## config.mk

```make
export PLATFORM = sky130hd
export DESIGN_NAME = sha256_compress_engine
export DESIGN_NICKNAME = d
export VERILOG_FILES = /design/src/rtl/sha256_compress_engine.sv
export SDC_FILE = /design/constraint.sdc
export NUM_CORES = 2
export LEC_CHECK = 0
export CAP_MARGIN = 20
export CORE_MARGIN = 5
export CORE_UTILIZATION = 40
export DETAILED_ROUTE_END_ITERATION = 10
export MAX_ROUTING_LAYER = met4
export PLACE_DENSITY = 0.67
export SKIP_LAST_GASP = 1
export SLEW_MARGIN = 20
export SYNTH_ARGS = -nofsm -noshare
export SYNTH_HDL_FRONTEND = slang
export SYNTH_SLANG_ARGS = --single-unit
```

## constraint.sdc

```tcl
create_clock -name clk -period 14.47 [get_ports clk]
set_clock_uncertainty 0.15 [all_clocks]
set_input_delay 2.1705 -clock clk [delete_from_list [all_inputs] [get_ports clk]]
set_output_delay 2.1705 -clock clk [all_outputs]
set_load 0.02 [all_outputs]
```

## src/rtl/sha256_compress_engine.sv

```systemverilog
// SHA-256 compression core: one 512-bit block in, 64 rounds at ROUNDS_PER_CYCLE per clock,
// digest out with valid/ready; later blocks chain from the held digest when in_first=0.
module sha256_compress_engine #(
  parameter int ROUNDS_PER_CYCLE = 1
) (
  input  logic         clk,
  input  logic         reset_n,
  input  logic         in_valid,
  output logic         in_ready,
  input  logic [511:0] in_block,
  input  logic         in_first,
  output logic         out_valid,
  input  logic         out_ready,
  output logic [255:0] out_digest,
  output logic         busy
);
  localparam int R = ROUNDS_PER_CYCLE;

  // word 0 is the most significant: a..h / H0..H7 line up with the 256-bit digest layout
  typedef logic [0:7][31:0] hv_t;

  localparam hv_t IV = {32'h6a09e667, 32'hbb67ae85, 32'h3c6ef372, 32'ha54ff53a,
                        32'h510e527f, 32'h9b05688c, 32'h1f83d9ab, 32'h5be0cd19};

  localparam logic [0:63][31:0] K = {
    32'h428a2f98, 32'h71374491, 32'hb5c0fbcf, 32'he9b5dba5, 32'h3956c25b, 32'h59f111f1, 32'h923f82a4, 32'hab1c5ed5,
    32'hd807aa98, 32'h12835b01, 32'h243185be, 32'h550c7dc3, 32'h72be5d74, 32'h80deb1fe, 32'h9bdc06a7, 32'hc19bf174,
    32'he49b69c1, 32'hefbe4786, 32'h0fc19dc6, 32'h240ca1cc, 32'h2de92c6f, 32'h4a7484aa, 32'h5cb0a9dc, 32'h76f988da,
    32'h983e5152, 32'ha831c66d, 32'hb00327c8, 32'hbf597fc7, 32'hc6e00bf3, 32'hd5a79147, 32'h06ca6351, 32'h14292967,
    32'h27b70a85, 32'h2e1b2138, 32'h4d2c6dfc, 32'h53380d13, 32'h650a7354, 32'h766a0abb, 32'h81c2c92e, 32'h92722c85,
    32'ha2bfe8a1, 32'ha81a664b, 32'hc24b8b70, 32'hc76c51a3, 32'hd192e819, 32'hd6990624, 32'hf40e3585, 32'h106aa070,
    32'h19a4c116, 32'h1e376c08, 32'h2748774c, 32'h34b0bcb5, 32'h391c0cb3, 32'h4ed8aa4a, 32'h5b9cca4f, 32'h682e6ff3,
    32'h748f82ee, 32'h78a5636f, 32'h84c87814, 32'h8cc70208, 32'h90befffa, 32'ha4506ceb, 32'hbef9a3f7, 32'hc67178f2};

  function automatic logic [31:0] ror(input logic [31:0] x, input int n);
    return (x >> n) | (x << (32 - n));
  endfunction

  function automatic logic [31:0] ss0(input logic [31:0] x);
    return ror(x, 7) ^ ror(x, 18) ^ (x >> 3);
  endfunction

  function automatic logic [31:0] ss1(input logic [31:0] x);
    return ror(x, 17) ^ ror(x, 19) ^ (x >> 10);
  endfunction

  function automatic hv_t round_f(input hv_t s, input logic [31:0] k, input logic [31:0] w);
    logic [31:0] t1, t2;
    t1 = s[7] + (ror(s[4], 6) ^ ror(s[4], 11) ^ ror(s[4], 25))
       + ((s[4] & s[5]) ^ (~s[4] & s[6])) + k + w;
    t2 = (ror(s[0], 2) ^ ror(s[0], 13) ^ ror(s[0], 22))
       + ((s[0] & s[1]) ^ (s[0] & s[2]) ^ (s[1] & s[2]));
    return {t1 + t2, s[0], s[1], s[2], s[3] + t1, s[4], s[5], s[6]};
  endfunction

  function automatic hv_t add8(input hv_t x, input hv_t y);
    hv_t z;
    for (int i = 0; i < 8; i++) z[i] = x[i] + y[i];
    return z;
  endfunction

  typedef enum logic [1:0] {IDLE, RUN, DONE} state_t;

  state_t                 state;
  logic [6:0]             cnt;
  logic [0:15][31:0]      win;
  hv_t                    ah, base, dig;
  logic [0:R+15][31:0]    ext;
  hv_t                    st [R+1];

  // win holds W[cnt..cnt+15]; ext appends the R words needed to slide it R places
  always_comb begin
    ext = '0;
    for (int i = 0; i < 16; i++) ext[i] = win[i];
    for (int r = 0; r < R; r++)
      ext[16+r] = ss1(ext[14+r]) + ext[9+r] + ss0(ext[1+r]) + ext[r];
    st[0] = ah;
    for (int r = 0; r < R; r++)
      st[r+1] = round_f(st[r], K[cnt[5:0] + 6'(r)], ext[r]);
  end

  always_ff @(posedge clk or negedge reset_n) begin
    if (!reset_n) begin
      state     <= IDLE;
      cnt       <= '0;
      win       <= '0;
      ah        <= '0;
      base      <= '0;
      dig       <= IV;
      in_ready  <= 1'b1;
      out_valid <= 1'b0;
      busy      <= 1'b0;
    end else begin
      case (state)
        IDLE: if (in_valid) begin
          win      <= in_block;
          ah       <= in_first ? IV : dig;
          base     <= in_first ? IV : dig;
          cnt      <= '0;
          state    <= RUN;
          in_ready <= 1'b0;
          busy     <= 1'b1;
        end
        RUN: begin
          ah  <= st[R];
          cnt <= cnt + 7'(R);
          for (int i = 0; i < 16; i++) win[i] <= ext[i+R];
          if (cnt == 7'(64 - R)) begin
            dig       <= add8(base, st[R]);
            state     <= DONE;
            out_valid <= 1'b1;
          end
        end
        DONE: if (out_ready) begin
          state     <= IDLE;
          out_valid <= 1'b0;
          busy      <= 1'b0;
          in_ready  <= 1'b1;
        end
        default: state <= IDLE;
      endcase
    end
  end

  assign out_digest = dig;
endmodule

```

Word level (Yosys, flattened, before mapping)
Memories as Yosys holds them, arrays and structs flattened.
Cells that the tools add are included.

cells by class
  add/subtract/negate cells = 19
  magnitude comparators = 1
  equality and inequality tests = 6
  mux-type cells = 21
  bitwise logic cells = 28
  reductions and logical operators = 10

operator list
  cell                                          number
  case mux 512 bit (2 select lines)             1
  adder 32 bit                                  18
  2-to-1 mux 256 bit                            2
  2-to-1 mux 512 bit                            1
  case mux 256 bit (2 select lines)             1
  XOR 32 bit                                    9
  bitwise AND 32 bit                            5
  2-to-1 mux 32 bit                             2
  NOT 32 bit                                    1
  bitwise OR 10 x 32 -> 32 bit                  1
  bitwise OR 13 x 32 -> 32 bit                  1
  bitwise OR 14 x 32 -> 32 bit                  1
  bitwise OR 15 x 32 -> 32 bit                  1
  bitwise OR 19 x 32 -> 32 bit                  1
  bitwise OR 21 x 32 -> 32 bit                  1
  bitwise OR 25 x 32 -> 32 bit                  1
  bitwise OR 26 x 32 -> 32 bit                  1
  bitwise OR 30 x 32 -> 32 bit                  1
  bitwise OR 7 x 32 -> 32 bit                   1
  XOR 32 x 22 -> 32 bit                         1
  XOR 32 x 29 -> 32 bit                         1
  case mux 7 bit (2 select lines)               1
  AND reduction 3 bit                           3
  adder 7 x 1 -> 7 bit (second input constant)  1
  other kinds (14)                              28

word-level totals
  register bits after elaboration = 1292
  memory bits (read-only) = 2048
  bits of input ports = 517
  output and inout port bits = 259
  logic and storage cells = 131
  memories kept = 1

memory list
  name             depth  bits a word  read ports  clocked after Yosys merged registers in  wr ports  RTL line  source
  (no name shown)  64     32           1           0                                        0         79        st[r+1] = round_f(st[r], K[cnt[5:0] + 6'(r)], ext[r]);

Logic depth before layout (Yosys ltp)
  depth in word-level cells = 9
  mapped depth = 45
  gate-level depth less buffers = 43

Worst setup path before layout
Ideal clock, no wire load.

  path kind = register -> register
  start point = register cnt[0]
  end point = register dig (netlist bit out_digest[255])
  library setup time = 125 ps
  arrival time = 9727 ps
  data required time = 14195 ps
  slack = 4468 ps
  stages on the path, launching flop included = 43
  path buffers = 2
  period minus slack after synthesis = 10002 ps
  cells stage by stage = dfrtp_1 > clkbuf_1 > clkinv_1 > ha_1 > clkbuf_1 > nor2_1 > o21ai_0 > a21boi_0 > mux4_2 > fa_1 > inv_1 > fa_1 > inv_1 > fa_1 > ha_1 > fa_1 > a211oi_2 > o21ai_2 > [7 not listed] > inv_1 > ha_1 > a21oi_1 > o21bai_1 > a21o_1 > o41a_1 > o21ai_0 > nand2b_1 > xor2_1 > ha_1 > a21o_1 > a21o_1 > a21oi_1 > o311ai_1 > a31o_2 > a21oi_1 > xor3_1 > mux2_4

on the way
  longest elaborated chain between the ends = 8
  elaborated cells between the ends (all ways) = 10
  classes of those cells = add/sub: 4; eq/ne: 1; mux: 2; bitwise: 1; reduce/logical: 1; memory: 1

RTL lines
  what                                                   RTL line  source
  from (decl)                                            65        logic [6:0] cnt;
  from (signal assigned)                                 106       cnt <= cnt + 7'(R);
  NOT 6 -> 7 bit (not written as such)                   79
  memory read (64 x 32 bit)                              n/a
  2-to-1 mux 32 bit (not written as such) (2 in series)  79
  adder 32 bit (2 in series)                             50        + ((s[4] & s[5]) ^ (~s[4] & s[6])) + k + w;
  adder 32 bit                                           53        return {t1 + t2, s[0], s[1], s[2], s[3] + t1, s[4], s[5], s[6]};
  adder 32 bit                                           58        for (int i = 0; i < 8; i++) z[i] = x[i] + y[i];
  to (signal assigned)                                   109       dig <= add8(base, st[R]);
  to (decl)                                              67        hv_t ah, base, dig;

Parallel ways exist; a longest one is shown, timed or not. The select of a mux whose other input is x is not followed.
A chain may end at the register's enable or synchronous reset.

Worst setup path after layout
Ends and elaborated chain as after synthesis.

==> reports/metrics.csv <==
metric,value,unit
DR iter-0 viols,8508,
core area,200000,um2
P&R area growth vs syn,18.6,%
Synth area leader,dfrtp_1,
max incr delay on CP,0.80,ns
Initial Util,40.2,%
largest net degree at the start of global routing,280,
"Setup Fix Bufs, Post-CTS",0,
syn avg cell area,8.77,um2
unrepaired setup endpoints after global routing,no,
dpl ws,2.78,ns
CP max stage cell,ha_1,
vias in the first global route,69600,
CTS Buffer Depth,3,
clock tree from TritonCTS,built,
worst min-delay path endpoint,out_valid,
Hold Crit Depth,2,
# DRC,0,
number of synthesized register bits,1292,
buffer and inverter count on the worst path,5,
"CP delay by family, top",adder cells,
Synth area leaders,"dfrtp_1, nand2_1, ha_1",
Nets,10600,
grt total ovfl,0,
number of synthesized flops with an enable pin,0,
RR Endpoint,out_digest[255],
Die X,458,um
CTS Sinks,1292,
Num CTS Buffers,152,
Relative slew margins,16.7,%
Worst Path Max Fanout,14,
Post-CTS Hold Buffers,0,
Detail Route Antenna Nets,0,
"commonest cells after routing, fill and taps aside","nand2_1, dfrtp_1, nor2_1",
worst setup path class,flop to flop,
Die Area,210000,um2
yosys warns,0,
Synth top area share,36.0,%
"most common cell after layout, fill and taps aside",nand2_1,
chip height,458,um
P per Cell Area,83.1,nW/um2
MaxCap Viol Count,0,
leakage,42.2,nW
Setup Total Neg Slack,0,ns
antenna violations before repair,55,
DR vias/cell,5.91,
Tot GR Track Use,32.6,%
Final min period,11.86,ns
CTS Root Cell,clkbuf_16,
PortBufs,775,
"Hold Vio Cnt, Final",0,
GP Congestion,0.992,
Tcrit/Tclk final,82.0,%
Worst Tran Pin Value,1.25,ns
Synthesized Nets,10300,
final setup vio count,0,
Avg WL per Cell,27.8,um
fraction of registers with async set/reset,100,%
Mapped Cells,9150,
Vias,73100,
CP dominant cell by count,a21oi_1,
reg-to-reg critical path startpoint,cnt[0],
ys flop type,dfrtp_1,
Worst VDD drop,0.143,mV
Fmax,84.3,MHz
"Gates resized, CTS repair",0,
"Arr. time, crit path",12.43,ns
# IOs,776,
dpl hpwl,259000,um
max-slew violation count,0,
"Distinct cells, synth",93,
Synth Cell Area,80200,um2
later-pin clock latency in the skew report,0.83,ns
R2R depth,42,
row count,164,
status,"finished, final reports clean",
HP Class,flop to flop,
Critical Path RT,15.04,ns
Setup crit start kind,flop,
hold wc startpoint,out_valid,
final wirelength,344000,um
fraction of layout cells with a size suffix above 1,5.71,%
first-pass GRT wire length,493000,um
Worst-path clk slew,0.06,ns
PnR worst setup slack,2.61,ns
sequential fraction of the synthesis area,40.5,%
CP Capture Type,flop,
depth of the CTS H-tree,4,
hold slack,0.338,ns
drt pass-1 iters,8,
Worst R2R Setup Slack,2.61,ns
==> worst reg2reg max path, delay by kind of cell, from the launching register on <==
| kind | cells | cell delay (ns) |
|---|---|---|
| DFF | 1 | 0.65 |
| AOI/OAI and AO/OA | 18 | 3.61 |
| adders and majority gates | 8 | 3.69 |
| xor gates and xnor gates | 3 | 0.74 |
| muxes | 1 | 0.26 |
| buffers and inverters | 5 | 0.85 |
| and+or+nand+nor | 7 | 1.82 |
==> metrics by stage <==
step	util [%]	instance area, um2	std cells	total power (W)
detailed placement	45.0	89800	12000	0.00392
global placement	45.0	89800	12000	0.00392
finish	47.7	95200	12400	0.00790
CTS	47.6	95000	12300	0.00794
floorplan	-	80200	9150	0.00368
global route	47.7	95100	12400	0.00810
==> cell families (layout without fill, tap and decap cells) <==
| kind of cell | Yosys count | after routing | synth area share (%) |
|---|---|---|---|
| AO/OA/AOI/OAI | 2612 | 2612 | 21.2 |
| multiplexers | 61 | 61 | 0.961 |
| other | 0 | 56 | 0 |
| flip-flops | 1292 | 1292 | 40.5 |
| AND/OR/NAND/NOR | 2951 | 2951 | 15.0 |
| buffers and inverters | 1078 | 1588 | 5.06 |
| adder cells (fa/ha/maj) | 595 | 595 | 11.1 |
| XOR/XNOR | 561 | 561 | 6.19 |
==> registers in the layout (all words and copies together) (netlist names) <==
register	cells
ah	256
base	256
busy	1
cnt	7
ext	512
in_ready	1
out_digest	256
out_valid	1
state	2
==> Yosys cell counts (all sizes together), types with 170 or more instances <==
master	instances
nand2	1597
dfrtp	1155
nor2	942
clkbuf	598
o21ai	597
a31oi	551
inv	441
ha	395
a21oi	384
xnor2	311
xor2	248
fa	195
a21o	170
==> layer usage <==
layer | vias to the layer above | track usage, % | routed length (um)
li1 | 32700 | - | -
met1 | 36600 | 45.3 | 150000
met2 | 3352 | 46.6 | 150000
met3 | 535 | 6.38 | 28600
met4 | 0 | 13.4 | 15300
met5 | - | - | 0
==> worst max path at each step <==
stage	cells past startpoint	start	slack, ns	end
2_1_floorplan	42	cnt[0]	4.47	out_digest[255]
3_3_place_gp	42	cnt[0]	2.87	out_digest[255]
3_5_place_dp	42	cnt[0]	2.78	out_digest[255]
4_1_cts	42	cnt[0]	2.75	out_digest[255]
5_1_grt	42	cnt[0]	1.88	out_digest[255]
6_report	42	cnt[0]	2.61	out_digest[255]
==> area by class of cell <==
type / count / area, um2
fillers: 19000 / 105000
multi-input cells: 6780 / 43700
flip-flops and latches: 1292 / 32500
repair buffers: 862 / 8600
clock buffers: 232 / 4480
well taps: 2656 / 3320
inverters: 443 / 1660
clock inverters: 51 / 738
diodes: 56 / 140
==> power by group <==
group | internal (W) | switching [W] | total (W)
clock network | 0.00233 | 0.00172 | 0.00405
registers | 0.00362 | 0 | 0.00362
logic | 0.000128 | 0.000109 | 0.000237
Note: power is estimated with default switching activity, not from simulation.
